==> src/rtl/if_id_queue_pkg.sv <==
// Shared constants for the IF/ID fetch queue.
//   PC_W / INSTR_W   : field widths of a fetch entry
//   EXC_INT          : exception code meaning "no exception" (Int)
//   RESET_PC_DEF     : default bubble PC after reset
//   HANDLER_PC_DEF   : default bubble PC after an exception request
package if_id_queue_pkg;

    localparam int unsigned PC_W           = 32;
    localparam int unsigned INSTR_W        = 32;
    localparam int unsigned EXC_INT        = 0;
    localparam logic [31:0] RESET_PC_DEF   = 32'h0000_3000;
    localparam logic [31:0] HANDLER_PC_DEF = 32'h0000_4180;

    // Width of one stored entry {pc, instr, exc, bd}
    function automatic int unsigned entry_w(input int unsigned exc_w);
        return PC_W + INSTR_W + exc_w + 1;
    endfunction

endpackage

==> src/rtl/if_id_queue_mem.sv <==
// Entry storage for the IF/ID queue: DEPTH x W, one write port,
// one asynchronous read port. Contents are not reset.
//   clk     : write clock
//   i_we    : write enable
//   i_waddr : write address
//   i_wdata : write data
//   i_raddr : read address
//   o_rdata : read data (combinational)
module if_id_queue_mem #(
    parameter int unsigned DEPTH = 4,
    parameter int unsigned W     = 70,
    parameter int unsigned AW    = $clog2(DEPTH)
) (
    input  logic          clk,
    input  logic          i_we,
    input  logic [AW-1:0] i_waddr,
    input  logic [W-1:0]  i_wdata,
    input  logic [AW-1:0] i_raddr,
    output logic [W-1:0]  o_rdata
);

    logic [W-1:0] r_mem [DEPTH];

    always_ff @(posedge clk) begin
        if (i_we) begin
            r_mem[i_waddr] <= i_wdata;
        end
    end

    assign o_rdata = r_mem[i_raddr];

endmodule

==> src/rtl/if_id_queue.sv <==
// IF/ID fetch queue: circular buffer between fetch and decode with
// flush on exception request (redirect to HANDLER_PC) or ERET (to epc).
// When empty the head presents a bubble {bubble_pc, 0, Int, 0}.
//   clk, reset                      : clock, async active-high reset
//   in_valid/in_ready/in_*          : fetch-side enqueue handshake + entry
//   out_valid/out_ready/out_*       : decode-side head entry + consume
//   req, eret, epc                  : flush controls and ERET target
//   count                           : current occupancy
module if_id_queue
    import if_id_queue_pkg::*;
#(
    parameter int unsigned DEPTH      = 4,
    parameter logic [31:0] RESET_PC   = RESET_PC_DEF,
    parameter logic [31:0] HANDLER_PC = HANDLER_PC_DEF,
    parameter int unsigned EXC_W      = 5
) (
    input  logic                       clk,
    input  logic                       reset,
    input  logic                       in_valid,
    output logic                       in_ready,
    input  logic [31:0]                in_pc,
    input  logic [31:0]                in_instr,
    input  logic [EXC_W-1:0]           in_exc,
    input  logic                       in_bd,
    output logic                       out_valid,
    input  logic                       out_ready,
    output logic [31:0]                out_pc,
    output logic [31:0]                out_instr,
    output logic [EXC_W-1:0]           out_exc,
    output logic                       out_bd,
    input  logic                       req,
    input  logic                       eret,
    input  logic [31:0]                epc,
    output logic [$clog2(DEPTH+1)-1:0] count
);

    localparam int unsigned AW = $clog2(DEPTH);
    localparam int unsigned CW = $clog2(DEPTH + 1);
    localparam int unsigned EW = entry_w(EXC_W);

    if (DEPTH < 2 || (DEPTH & (DEPTH - 1)) != 0) begin : g_bad_depth
        $error("if_id_queue: DEPTH must be a power of two >= 2");
    end

    logic [AW-1:0]    r_wptr;
    logic [AW-1:0]    r_rptr;
    logic [CW-1:0]    r_count;
    logic [31:0]      r_bubble_pc;

    logic             w_flush;
    logic             w_enq;
    logic             w_deq;
    logic [EW-1:0]    w_wdata;
    logic [EW-1:0]    w_rdata;
    logic [31:0]      w_head_pc;
    logic [31:0]      w_head_instr;
    logic [EXC_W-1:0] w_head_exc;
    logic             w_head_bd;

    // in_ready comes from occupancy only, so a full queue never passes through
    assign in_ready  = (r_count != CW'(DEPTH));
    assign out_valid = (r_count != '0);
    assign w_flush   = req | eret;
    assign w_enq     = in_valid & in_ready & ~w_flush;
    assign w_deq     = out_valid & out_ready & ~w_flush;
    assign w_wdata   = {in_pc, in_instr, in_exc, in_bd};

    if_id_queue_mem #(
        .DEPTH (DEPTH),
        .W     (EW),
        .AW    (AW)
    ) u_mem (
        .clk     (clk),
        .i_we    (w_enq),
        .i_waddr (r_wptr),
        .i_wdata (w_wdata),
        .i_raddr (r_rptr),
        .o_rdata (w_rdata)
    );

    assign {w_head_pc, w_head_instr, w_head_exc, w_head_bd} = w_rdata;

    // Pointers, occupancy and bubble PC; req outranks eret
    always_ff @(posedge clk or posedge reset) begin
        if (reset) begin
            r_wptr      <= '0;
            r_rptr      <= '0;
            r_count     <= '0;
            r_bubble_pc <= RESET_PC;
        end else if (req) begin
            r_wptr      <= '0;
            r_rptr      <= '0;
            r_count     <= '0;
            r_bubble_pc <= HANDLER_PC;
        end else if (eret) begin
            r_wptr      <= '0;
            r_rptr      <= '0;
            r_count     <= '0;
            r_bubble_pc <= epc;
        end else begin
            if (w_enq) begin
                r_wptr <= r_wptr + AW'(1);
            end
            if (w_deq) begin
                r_rptr <= r_rptr + AW'(1);
            end
            if (w_enq && !w_deq) begin
                r_count <= r_count + CW'(1);
            end else if (!w_enq && w_deq) begin
                r_count <= r_count - CW'(1);
            end
        end
    end

    // Head entry or bubble; stale storage is masked while empty
    always_comb begin
        out_pc    = r_bubble_pc;
        out_instr = '0;
        out_exc   = EXC_W'(EXC_INT);
        out_bd    = 1'b0;
        if (out_valid) begin
            out_pc    = w_head_pc;
            out_instr = w_head_instr;
            out_exc   = w_head_exc;
            out_bd    = w_head_bd;
        end
    end

    assign count = r_count;

endmodule

==> config.mk <==
export PLATFORM = sky130hd
export DESIGN_NAME = if_id_queue
export DESIGN_NICKNAME = d
export VERILOG_FILES = /design/src/rtl/if_id_queue_pkg.sv /design/src/rtl/if_id_queue_mem.sv /design/src/rtl/if_id_queue.sv
export SDC_FILE = /design/constraint.sdc
export NUM_CORES = 1
export LEC_CHECK = 0
export CORE_ASPECT_RATIO = 0.5
export CORE_UTILIZATION = 30
export CTS_BUF_LIST = sky130_fd_sc_hd__clkbuf_16
export DETAILED_ROUTE_END_ITERATION = 10
export PLACE_DENSITY_LB_ADDON = 0.3
export SLEW_MARGIN = 15
export SYNTH_ARGS = -nofsm -noshare
export SYNTH_HDL_FRONTEND = slang
export SYNTH_SLANG_ARGS = --single-unit
==> constraint.sdc <==
create_clock -name clk -period 2.8 [get_ports clk]
set_input_delay 0.28 -clock clk [delete_from_list [all_inputs] [get_ports clk]]
set_output_delay 0.28 -clock clk [all_outputs]
set_load 0.02 [all_outputs]
==> results of run 1 <==
how the worst max path moves through the flow:
stage	from	end	slack [ns]	cells past startpoint
6_report	r_rptr[0]	out_pc[0]	0.03	5
5_1_grt	r_rptr[0]	out_pc[0]	-0.04	5
4_1_cts	r_rptr[0]	out_pc[30]	-0.02	6
3_5_place_dp	req	count[2]	0.19	8
3_3_place_gp	req	count[2]	0.20	8
2_1_floorplan	eret	u_mem.r_mem[0][0]	0.34	5
final cells by class:
class,instances,area [um^2],share of cell area (%)
Timing Repair Buffer,217,2200,13.46
Clock buffer,31,775.7,4.748
Multi-Input combinational cell,240,3015,18.45
Sequential cell,319,9394,57.49
Clock inverter,27,247.7,1.516
Inverter,7,26.28,0.1608
Antenna cell,2,5.005,0.03063
Tap cell,540,675.6,4.135
metrics by stage:
step / instances / instance area, um^2
3_5_place_dp: 1313 / 15320
4_1_cts: 1377 / 16370
5_1_grt: 1383 / 16340
6_report: 1383 / 16340
3_3_place_gp: 1313 / 15320
2_1_floorplan: 599 / 12660
placed cells by master (no fill, tap or decap), types with 2 or more instances in the layout:
cell type / instances
sky130_fd_sc_hd__edfxtp_1: 280
sky130_fd_sc_hd__dfrtp_1: 35
sky130_fd_sc_hd__dlygate4sd2_1: 25
sky130_fd_sc_hd__buf_4: 16
sky130_fd_sc_hd__dfrtp_4: 2
sky130_fd_sc_hd__mux2_4: 31
sky130_fd_sc_hd__xor2_1: 3
sky130_fd_sc_hd__dlymetal6s2s_1: 9
sky130_fd_sc_hd__clkdlybuf4s15_2: 5
sky130_fd_sc_hd__nor2_1: 34
sky130_fd_sc_hd__nor2b_1: 3
sky130_fd_sc_hd__bufinv_16: 5
sky130_fd_sc_hd__clkinv_2: 4
sky130_fd_sc_hd__clkbuf_2: 4
sky130_fd_sc_hd__inv_1: 14
sky130_fd_sc_hd__buf_12: 16
sky130_fd_sc_hd__clkbuf_16: 32
sky130_fd_sc_hd__clkdlybuf4s50_1: 112
sky130_fd_sc_hd__o21ai_0: 3
sky130_fd_sc_hd__a211o_1: 3
sky130_fd_sc_hd__clkdlybuf4s15_1: 2
sky130_fd_sc_hd__and2_1: 38
sky130_fd_sc_hd__and2_4: 4
sky130_fd_sc_hd__mux2i_1: 29
sky130_fd_sc_hd__buf_2: 25
sky130_fd_sc_hd__nand3_1: 2
sky130_fd_sc_hd__diode_2: 2
sky130_fd_sc_hd__clkinv_1: 8
sky130_fd_sc_hd__dfstp_2: 2
sky130_fd_sc_hd__a21oi_1: 4
sky130_fd_sc_hd__mux4_2: 70
sky130_fd_sc_hd__ha_1: 5
sky130_fd_sc_hd__or2_2: 2
where the power goes:
group	total, uW	leakage [uW]	switching, uW	internal [uW]
logic	741	0.00228	352	389
registers	5280	0.00303	27.0	5250
clock network	4180	0.000532	1720	2460
total	10200	0.00585	2100	8100
state kept, by name, indices dropped and copies added (netlist names):
name         count
r_wptr           2
u_mem.r_mem    280
r_bubble_pc     32
r_rptr           2
count            3
routing by layer:
layer  routed length [um]  vias to the layer above  part of all wire [%]
met4                  671                        0                   2.4
met2                15340                       83                    56
li1                     -                     2831                     -
met3                  735                       43                   2.7
met1                10710                     3289                    39
met5                    0                        -                     0
kinds of logic after synthesis:
group	Yosys count	synth area share, %
AND/OR/NAND/NOR	87	3.649
flip-flops	319	74.19
XOR/XNOR	4	0.2769
buffers and inverters	40	2.097
multiplexers	131	18.52
adder cells (fa/ha/maj)	6	0.6527
AO/OA/AOI/OAI	12	0.6132
what timing repair did:
| item | in CTS | in global routing |
|---|---|---|
| hold endpoints to repair | 0 | 0 |
| gates cloned | 2 | 1 |
| setup buffers | 4 | 4 |
| hold buffers | 0 | 0 |
| gates resized for setup | 137 | 25 |
| setup endpoints to repair | 67 | 34 |
| pin swaps | 1 | 1 |
worst max-delay path: cells and delay by family, from the launching register on:
| family | cells | cell delay, ns |
|---|---|---|
| buf+inv | 3 | 0.69 |
| flops | 1 | 0.45 |
| mux | 2 | 0.80 |
==> metrics.txt, run 1 <==
maximum fanout count along the critical path 10; count of final setup violators 0; FF-to-FF Start count[2]; Hold Path Stages 4; Fin. Hold Viols 0; via total after detailed routing 6246; reg-to-reg slack, setup around 0.47 ns; number of antenna violations at the first check in global routing 2; total length of routed wires approximately 27 mm; result of the run complete, no violations; YS warnings 0; final worst slack 0.02957 ns; startpoint of the most critical hold path eret; CP cell instances buf_4 > bufbuf_16 > mux4_2 > mux2_4 > clkdlybuf4s15_2; die footprint ~43000 um^2; cell with the largest stage delay on the worst path sky130_fd_sc_hd__mux4_2; weighted congestion reported at the end of routability-driven placement approximately 0.74; number of buffers created by CTS 31; number of cells on the worst reg-to-reg path 7; setup_tns 0 ns; category of the most critical setup path reg2out; remaining routing DRC violations 0; post-layout utilization of the core roughly 40%; met2 Resource Use GR about a quarter; setup slack after placement 0.1944 ns; Initial Utilization 30.87%; placeable core region 40990 um^2; data required time at the worst endpoint 2.52 ns; worst hold path endpoint count[1]; Layout Skew approximately 0.016 ns; CP max stage delay 0.52 ns; Synth top area share 66.46%; capture point of the worst reg-to-reg path count[2]; buffer type at the clock tree root sky130_fd_sc_hd__clkbuf_16; detailed-route wire length per cell 19.85 um; Post-Syn Instances 599; most frequent cells after synthesis sky130_fd_sc_hd__edfxtp_1, sky130_fd_sc_hd__mux4_2, sky130_fd_sc_hd__and2_1; fraction of met1 tracks used by global routing 14.69%; number of enable-type register cells in the synthesized netlist between 200 and 300; post-layout minimum cycle time around 2.8 ns; IO buf count about 180; top-level I/O count about 180; clock-pin slew on the worst setup and hold paths 0.06 ns; type of element launching the critical path flop; Fill cells about 3700; TritonCTS clock tree built; TritonCTS sink count between 300 and 400; pin count of the biggest net entering global routing 48; path type of the worst min-delay path in2reg; number of pins exceeding their max-slew limit in the final report 0; async set-or-reset flop fraction in the synthesized netlist about an eighth; worst slew margin relative to its limit 42.95%; Die X slightly below 300 um; Total Nets Final 930; LEAKAGE 0.005845 uW; number of global-route vias before repair 6859; antenna-violating nets left 0; Cell variety after synth 31; total power divided by cell area 624.2 nW/um^2; cell type contributing the most total cell area after synthesis sky130_fd_sc_hd__edfxtp_1; number of vias per cell between 4 and 5; share of post-route cells with drive strength above 1 26.87%; netlist area before placement roughly 13000 um^2; post-detailed-placement half-perimeter wirelength 16.72 mm; fraction of met3 tracks used by global routing 2.133%; worst-case vdd ir drop 0.0004048 V; Max Freq 0.3610 GHz; row count 52; Least-Margin Pin Slew 0.8545 ns; H-tree depth reported by CTS 1; most frequent cell after synthesis sky130_fd_sc_hd__edfxtp_1; #FFs+latches synth roughly 320; synthesized netlist net count 713; Area contributors post-synth sky130_fd_sc_hd__edfxtp_1, sky130_fd_sc_hd__mux4_2, sky130_fd_sc_hd__dfrtp_1; sequential element share of the synthesized area 74.19%; global-route wire length before repair 41.21 mm; worst-case clock buffer depth 3; global route hottest layer met2; insertion delay of the later-clocked pin in the worst-skew pair 0.56 ns; critical path capture point type output port; MaxCap Viol Count 0; signal arrival time at the worst endpoint 2.49 ns; worst hold slack 0.1497 ns; Vert. Die Dim 147.2 um; Avg Inst Size Synth 21.12 um^2; number of iterations in the first detailed-routing pass 4; violation count after the first detailed-routing iteration 370; RSZ-0062 raised after global routing yes; post-route total power between 10000 and 15000 uW; Period Utilization, post-route roughly 99%; main flop type after synthesis sky130_fd_sc_hd__edfxtp_1; GRT Resource Usage Total between 10% and 20%; signed area change from the synthesized netlist to the final layout 29.14%; Congestion Overflow GR 0
Note: power is estimated with default switching activity, not from simulation.
==> inputs of run 2 (changes only) <==
--- a/config.mk
+++ b/config.mk
@@ -13,4 +13,5 @@
 export SLEW_MARGIN = 15
 export SYNTH_ARGS = -nofsm -noshare
 export SYNTH_HDL_FRONTEND = slang
+export SYNTH_HIERARCHICAL = 1
 export SYNTH_SLANG_ARGS = --single-unit
==> run 2 against run 1 <==
Against the previous run:
- global-route usage up 0.32 points
- first-iteration DRC count down 7.0%
- clock-buffer cell count stayed put
- critical path depth up 1
- worst setup slack better by 0.15 ns
- utilization about the same
- worst hold slack worse by 0.044 ns
- die area fell by 0.84%
- final cell count increased by 5.1%
- highest routed layer unchanged
- largest power group unchanged
- flip-flop and latch count stayed put
- final area shrank 0.51%
- synthesized cell count up 11%
==> metrics.txt, run 2 <==
Congestion Overflow GR 0 (unchanged); Post-Syn Instances 663 (+11%); number of pins exceeding their max-slew limit in the final report 0 (unchanged); clock-pin slew on the worst setup and hold paths 0.06 ns (about the same); post-detailed-placement half-perimeter wirelength 18.06 mm (+8.0%); Avg Inst Size Synth 18.92 um^2 (-10%); post-route total power 10160 uW (-0.42%); IO buf count 182 (unchanged); weighted congestion reported at the end of routability-driven placement 0.8007 (+7.6%); pin count of the biggest net entering global routing 59 (+23%); violation count after the first detailed-routing iteration 344 (-7.0%); post-layout utilization of the core 39.85% (about the same); number of antenna violations at the first check in global routing 1 (-1); Die X 291.2 um (-0.42%); remaining routing DRC violations 0 (unchanged); signed area change from the synthesized netlist to the final layout 29.59%; data required time at the worst endpoint 2.52 ns (about the same); TritonCTS sink count 319 (unchanged); via total after detailed routing 6592 (+5.5%); number of cells on the worst reg-to-reg path 7 (unchanged); FF-to-FF Start count[0]; worst slew margin relative to its limit 58.62% (+16 points); synthesized netlist net count 773 (+8.4%); Vert. Die Dim 146.6 um (-0.42%); total power divided by cell area 624.8 nW/um^2 (about the same); antenna-violating nets left 0 (unchanged); die footprint 42690 um^2 (-0.84%); MaxCap Viol Count 0 (unchanged); Synth top area share 67.03% (+0.57 points); endpoint of the most critical setup path out_pc[29]; detailed-route wire length per cell 19.07 um (-3.9%); Period Utilization, post-route 93.72% (-5.2 points); category of the most critical setup path reg2out; Total Nets Final 997 (+7.2%); placeable core region 40790 um^2 (-0.48%); number of standard cells in the layout, taps in and fillers out 1453 (+5.1%); row count 52 (unchanged); global-route wire length before repair 42.50 mm (+3.1%); Initial Utilization 30.75% (-0.12 points); number of enable-type register cells in the synthesized netlist 280 (unchanged); Fin. Hold Viols 0 (unchanged); capture point of the worst reg-to-reg path count[2]; TritonCTS clock tree built; number of buffers created by CTS 31 (unchanged); most frequent cell after synthesis sky130_fd_sc_hd__edfxtp_1; critical path capture point type output port; result of the run complete, no violations; insertion delay of the later-clocked pin in the worst-skew pair 0.56 ns (about the same); most frequent cells after synthesis sky130_fd_sc_hd__edfxtp_1, sky130_fd_sc_hd__nand2_1, sky130_fd_sc_hd__mux4_2; count of final setup violators 0 (unchanged); GRT Resource Usage Total 12.99% (+0.32 points); post-placement cell count 1388 (+5.7%); path type of the worst min-delay path in2async; number of global-route vias before repair 6956 (+1.4%); largest register by flop count u_mem/r_mem; sequential element share of the synthesized area 74.83% (+0.64 points); type of element launching the critical path flop; buffer type at the clock tree root sky130_fd_sc_hd__clkbuf_16; worst-case clock buffer depth 3 (unchanged); Hold-fix buffers, CTS 0 (unchanged); Max Freq 0.3811 GHz (+5.6%); top library cells by usage in the layout, fill and taps aside sky130_fd_sc_hd__edfxtp_1, sky130_fd_sc_hd__clkdlybuf4s50_1, sky130_fd_sc_hd__nand2_1; share of post-route cells with drive strength above 1 18.53% (-8.3 points); async set-or-reset flop fraction in the synthesized netlist 12.23% (unchanged); netlist area before placement 12540 um^2 (-0.85%); number of vias per cell 4.537 (+0.46%); Layout Skew 0.009553 ns (-0.006299 ns); H-tree depth reported by CTS 1 (unchanged); total length of routed wires 27.71 mm (+0.94%); Area contributors post-synth sky130_fd_sc_hd__edfxtp_1, sky130_fd_sc_hd__mux4_2, sky130_fd_sc_hd__dfrtp_1; Cell variety after synth 35 (+13%); top-level I/O count 183 (unchanged); signal arrival time at the worst endpoint 2.34 ns (-0.15 ns); cell type contributing the most total cell area after synthesis sky130_fd_sc_hd__edfxtp_1; YS warnings 6 (+6); worst-case vdd ir drop 0.0002983 V (-26%); RSZ-0062 raised after global routing no; main flop type after synthesis sky130_fd_sc_hd__edfxtp_1; most common cell after layout, fill and taps aside sky130_fd_sc_hd__edfxtp_1; launching element of the worst setup path r_rptr[0]; setup_tns 0 ns (unchanged); maximum fanout count along the critical path 6 (-4); flip-flop count of the largest register after layout 280 (unchanged); post-layout minimum cycle time 2.624 ns (-0.1462 ns); reg-to-reg slack, setup 0.34 ns (-0.13 ns); #FFs+latches synth 319 (unchanged); Least-Margin Pin Slew 0.6201 ns (-0.2345 ns); LEAKAGE 0.005895 uW (+0.86%); number of iterations in the first detailed-routing pass 6 (+2)
-- run 2: area by class of cell --
type / count / area (um^2)
timing repair buffer: 226 / 2245
antenna: 1 / 2.502
inverter: 6 / 22.52
tap: 540 / 675.6
fill: 3671 / 24540
clock buffer: 31 / 775.7
clock inverter: 27 / 245.2
sequential: 319 / 9394
multi-input combinational: 303 / 2897
-- run 2: worst min-delay path by stage --
stage / start / cells after the start / endpoint
2_1_floorplan: in_bd / 0 / u_mem/r_mem[0][0]
3_3_place_gp: r_bubble_pc[6] / 2 / r_bubble_pc[6]
3_5_place_dp: r_bubble_pc[24] / 2 / r_bubble_pc[24]
4_1_cts: reset / 2 / r_wptr[0]
5_1_grt: reset / 2 / r_wptr[0]
6_report: reset / 2 / r_wptr[0]
-- run 2: metal layers --
| layer | routed length, um | part of all wire (%) | vias to the layer above | GRT usage (%) |
|---|---|---|---|---|
| met5 | 0 | 0 | - | 0 |
| met4 | 503 | 1.8 | 0 | 2.698 |
| met3 | 899 | 3.2 | 36 | 2.405 |
| met2 | 15310 | 55 | 96 | 24.13 |
| met1 | 11000 | 40 | 3462 | 15.67 |
| li1 | - | - | 2998 | - |
-- run 2: cells by family after synthesis --
family,count (synthesis),share of synthesized area (%)
xor gates and xnor gates,3,0.2095
muxes,99,14.88
buffers and inverters,41,2.384
adders and majority gates,2,0.2593
and+or+nand+nor,186,6.772
DFF,319,74.83
AOI/OAI and AO/OA,13,0.6683
-- run 2: worst max-delay path, cell delays in order (launching register included) --
cell                            delay [ns]
sky130_fd_sc_hd__dfrtp_4              0.42
sky130_fd_sc_hd__buf_4                0.17
sky130_fd_sc_hd__buf_4                0.20
sky130_fd_sc_hd__mux4_2               0.52
sky130_fd_sc_hd__nand2_1              0.08
sky130_fd_sc_hd__nand2_1              0.06
sky130_fd_sc_hd__dlygate4sd2_1        0.32
-- run 2: stage by stage --
step / area (um^2) / setup WS, ns / hold slack [ns]
floorplan: 12590 / -0.4663 / 0.3789
global placement: 15240 / 0.2700 / 0.5043
detailed placement: 15240 / 0.2183 / 0.5138
CTS: 16240 / 0.002193 / 0.1096
global route: 16250 / 0.05801 / 0.1161
finish: 16260 / 0.1758 / 0.1057
-- run 2: timing repair --
| action | in CTS | in global routing |
|---|---|---|
| buffers inserted | 5 | 1 |
| pin swaps | 0 | 1 |
| endpoints found under the setup margin | 68 | 3 |
| gates cloned | 0 | 0 |
| gates resized for setup | 69 | 4 |
-- run 2: power breakdown --
part | total (uW) | switching (uW) | internal (uW)
Clock | 4160 | 1710 | 2460
Sequential | 5280 | 25.9 | 5250
Combinational | 718 | 376 | 342
Total | 10200 | 2110 | 8050
==> edit 1: new RTL, settings of run 2 <==
Make the reset (`reset`) synchronous in one clocked block. Comments in the files are not updated.
--- a/src/rtl/if_id_queue.sv
+++ b/src/rtl/if_id_queue.sv
@@ -81,7 +81,7 @@
     assign {w_head_pc, w_head_instr, w_head_exc, w_head_bd} = w_rdata;
 
     // Pointers, occupancy and bubble PC; req outranks eret
-    always_ff @(posedge clk or posedge reset) begin
+    always_ff @(posedge clk) begin
         if (reset) begin
             r_wptr      <= '0;
             r_rptr      <= '0;
Check against the original RTL: differs if reset is asserted again (counterexample within 4 cycles, from zero or initial values and one cycle with reset high); with reset held inactive, the same outputs for 4 cycles.
==> edit 1 against run 2 <==
Combinational power shrank 27%; worst setup slack worse by 0.082 ns; design area is 0.90% higher; power about the same; register-to-register slack improved by 0.22 ns; synthesized area shrank 0.31%; count of clock-buffer cells in the layout grew 6; wire length fell by 2.1%; sequential cell count unchanged; utilization increased by 0.42 points; global-route usage down 0.27 points.
==> edit 1: results (changes against run 2) <==
Parameter                              Value

Outcome
  Outcome    complete, no violations

Layout
  Area taken by flip-flops and latches    0.009200 mm2 (-2.1%)
  Multi-input logic area    0.003030 mm2 (+4.6%)
  Layout filler cell count    3668 (-0.082%)
  NonClk Buf Share    0.1449 (+0.006777)
  Number of ordinary and repair buffers in the finished layout    220 (-2.7%)
  Proportion of layout cells with a drive suffix above 1    0.2382 (+0.05284)

Detailed routing
  Number of search-and-repair iterations in the first detailed-routing pass    4 (-2)
  Via/cell ratio    4.484 (-1.2%)
  Wire length on met1    10.91 mm (-0.75%)
  Vias after detailed routing    6210 (-5.8%)
  Detailed Route Iter0 Violations    240 (-30%)

Global routing
  Met3 track demand over resource in global routing    0.02390 (-0.0001522)
  Number of antenna violations at the first check in global routing    2 (+1)
  Pin count of the biggest net entering global routing    71 (+20%)
  Met1 layer usage reported by global route    0.1476 (-0.009137)
  First-pass GRT wire length    40.77 mm (-4.1%)

Yosys
  XOR/XNOR share of the synthesized area    0.002801 (+0.0007068)
  Post-Synthesis Net Count    705 (-8.8%)
  Proportion of synthesized area in mux cells    0.1882 (+0.03938)

Clocking
  Number of buffers inserted during clock tree synthesis    34 (+9.7%)
  H-tree depth    2 (+1)

Power and ir drop
  Power share of the sequential group    0.517 (-0.002)
  Sw power    1987 uW (-5.7%)
  Design Power    10150 uW (about the same)

STA
  Worst Skew    0.008322 ns (-0.001231 ns)

Placed design
  Cell area after placement    0.01517 mm2 (-0.45%)
  Placed instance count    1314 (-5.3%)

Critical path
  Startpoint of the most critical register-to-register path    count[0]
[edit 1: critical path, cell delays in order, from the launching register on]
cell                              delay (ns)
sky130_fd_sc_hd__dfxtp_4                0.44
sky130_fd_sc_hd__buf_4                  0.16
sky130_fd_sc_hd__mux4_2                 0.52
sky130_fd_sc_hd__mux2_4                 0.27
sky130_fd_sc_hd__clkdlybuf4s50_1        0.54
[edit 1: worst max-delay path by stage]
stage | start | end | slack (ns)
5_1_grt | r_rptr[0] | out_instr[27] | 0.01
3_5_place_dp | in_valid | count[2] | 0.26
3_3_place_gp | in_valid | count[2] | 0.31
2_1_floorplan | eret | u_mem/r_mem[0][0] | -0.30
4_1_cts | r_rptr[0] | out_pc[31] | 0.0004
6_report | r_rptr[0] | out_pc[26] | 0.09
[edit 1: timing repair]
item / CTS / global route
resized for setup: 35 / 30
setup buffers: 8 / 0
pin swaps: 0 / 0
endpoints found under the setup margin: 56 / 30
==> edit 2: new RTL, flow settings as in run 2 <==
Made on the original files. Change the parameter `EXC_W` from 5 to 7.
--- a/src/rtl/if_id_queue.sv
+++ b/src/rtl/if_id_queue.sv
@@ -12,7 +12,7 @@
     parameter int unsigned DEPTH      = 4,
     parameter logic [31:0] RESET_PC   = RESET_PC_DEF,
     parameter logic [31:0] HANDLER_PC = HANDLER_PC_DEF,
-    parameter int unsigned EXC_W      = 5
+    parameter int unsigned EXC_W      = 7
 ) (
     input  logic                       clk,
     input  logic                       reset,
Ports: changed (resized in_exc and out_exc); port bits go from 183 to 187. The function was not compared with the original's and may differ.
==> edit 2 against run 2 <==
The flow now finishes with violations (DRC); clock skew is essentially flat; utilization shrank 0.45 points; sequential cell count grew 8; non-clock buffer count shrank 11; global-route usage is essentially flat; synthesized area grew 2.5%; power shrank 0.22%; fmax shrank 2.8%; synthesized cell count grew 2.0%; design area grew 2.0%; worst hold slack lost 0.029 ns; wire length grew 2.3%; worst setup slack lost 0.077 ns; largest power group unchanged.
==> edit 2: results (changes against run 2) <==
Parameter                              Value

STA
  Worst relative slew slack    0.6153 (+0.02910)
  Max Freq    370.2 MHz (-2.8%)
  Worst Skew    0.009074 ns (-0.0004793 ns)

Global routing
  Number of antenna violations at the first check in global routing    2 (+1)
  Met3 track demand over resource in global routing    0.02212 (-0.001936)
  First-pass GRT wire length    42.50 mm (about the same)
  Number of global-route vias before repair    7087 (+1.9%)

Clocking
  Clock latency of the later-clocked register in the worst-skew pair    0.51 ns (-0.05 ns)
  H-tree depth    2 (+1)
  Cts repair resizes    36 (-48%)

Detailed routing
  Remaining DRCs    2 (+2)
  Via/cell ratio    4.436 (-2.2%)
  Number of search-and-repair iterations in the first detailed-routing pass    9 (+3)
  Vias after detailed routing    6623 (+0.47%)
  Wire length reported by the detailed router    28.34 mm (+2.3%)
  Detailed Route Iter0 Violations    330 (-4.1%)

Yosys
  Top post-synthesis cells by area    sky130_fd_sc_hd__edfxtp_1 (67%), sky130_fd_sc_hd__mux4_2 (12%), sky130_fd_sc_hd__dfrtp_1 (7.2%)
  Number of distinct library cells after synthesis    33 (-5.7%)
  Share of async-settable or async-resettable flops after synthesis    0.1193 (-0.002991)
  Flip-flop and latch count after synthesis    327 (+2.5%)
  Post-Synthesis Net Count    788 (+1.9%)
  Seq/Total Area, Yosys    0.7490 (+0.0007719)

Placed design
  Final HPWL DP    17.58 mm (-2.7%)
  Setup Slack @ Placement    0.2895 ns (+0.07116 ns)
  Placed instance count    1426 (+2.7%)
  Cell area after placement    0.01548 mm2 (+1.6%)
  Number of I/O port buffers    186 (+2.2%)

Layout
  Number of nets in the finished design    1003 (+0.60%)
  NonClk Buf Share    0.1365 (-0.001564)
  Clock buffer cells    35 (+13%)
  Number of diodes added for antenna fixing    2 (+1)
  Multi-input logic area    0.002960 mm2 (+2.2%)
  Flip-flop count of the largest register after layout    288 (+2.9%)
  Layout filler cell count    3789 (+3.2%)
  Number of ordinary and repair buffers in the finished layout    215 (-4.9%)
  Share of the final layout cell area in sequential cells    0.5807 (+0.002885)

Outcome
  Outcome    finished with violations
  Failing checks    DRC

Critical path
  Worst setup path endpoint    out_instr[6]

Power and ir drop
  Leakage Power    0.006105 uW (+3.5%)
  VDD IR max    0.0003183 V (+6.7%)
  Power share of the sequential group    0.534 (+0.015)
  Sw power    2129 uW (+1.0%)

Die
  CORE AREA    0.04211 mm2 (+3.2%)
==> edit 2: cell count changes after synthesis, sizes merged <==
cell    change
and2        +2
buf         -1
clkbuf      +2
edfxtp      +8
mux4        +2
==> edit 2: per-layer routing <==
| metal | up-vias | wire, um |
|---|---|---|
| li1 | 3034 | - |
| met1 | 3469 | 11300 |
| met2 | 79 | 15670 |
| met3 | 41 | 819 |
| met4 | 0 | 553 |
| met5 | - | 0 |
==> edit 2: logic make-up (layout without fill, tap and decap cells) <==
group,count (synthesis),in the layout,share of synthesized area
flip-flops,327,327,0.7490
AND/OR/NAND/NOR,188,188,0.06698
multiplexers,101,101,0.1493
buffers and inverters,42,280,0.02356
AO/OA/AOI/OAI,13,13,0.006523
XOR/XNOR,3,3,0.002045
adder cells (fa/ha/maj),2,2,0.002531
other,0,2,0
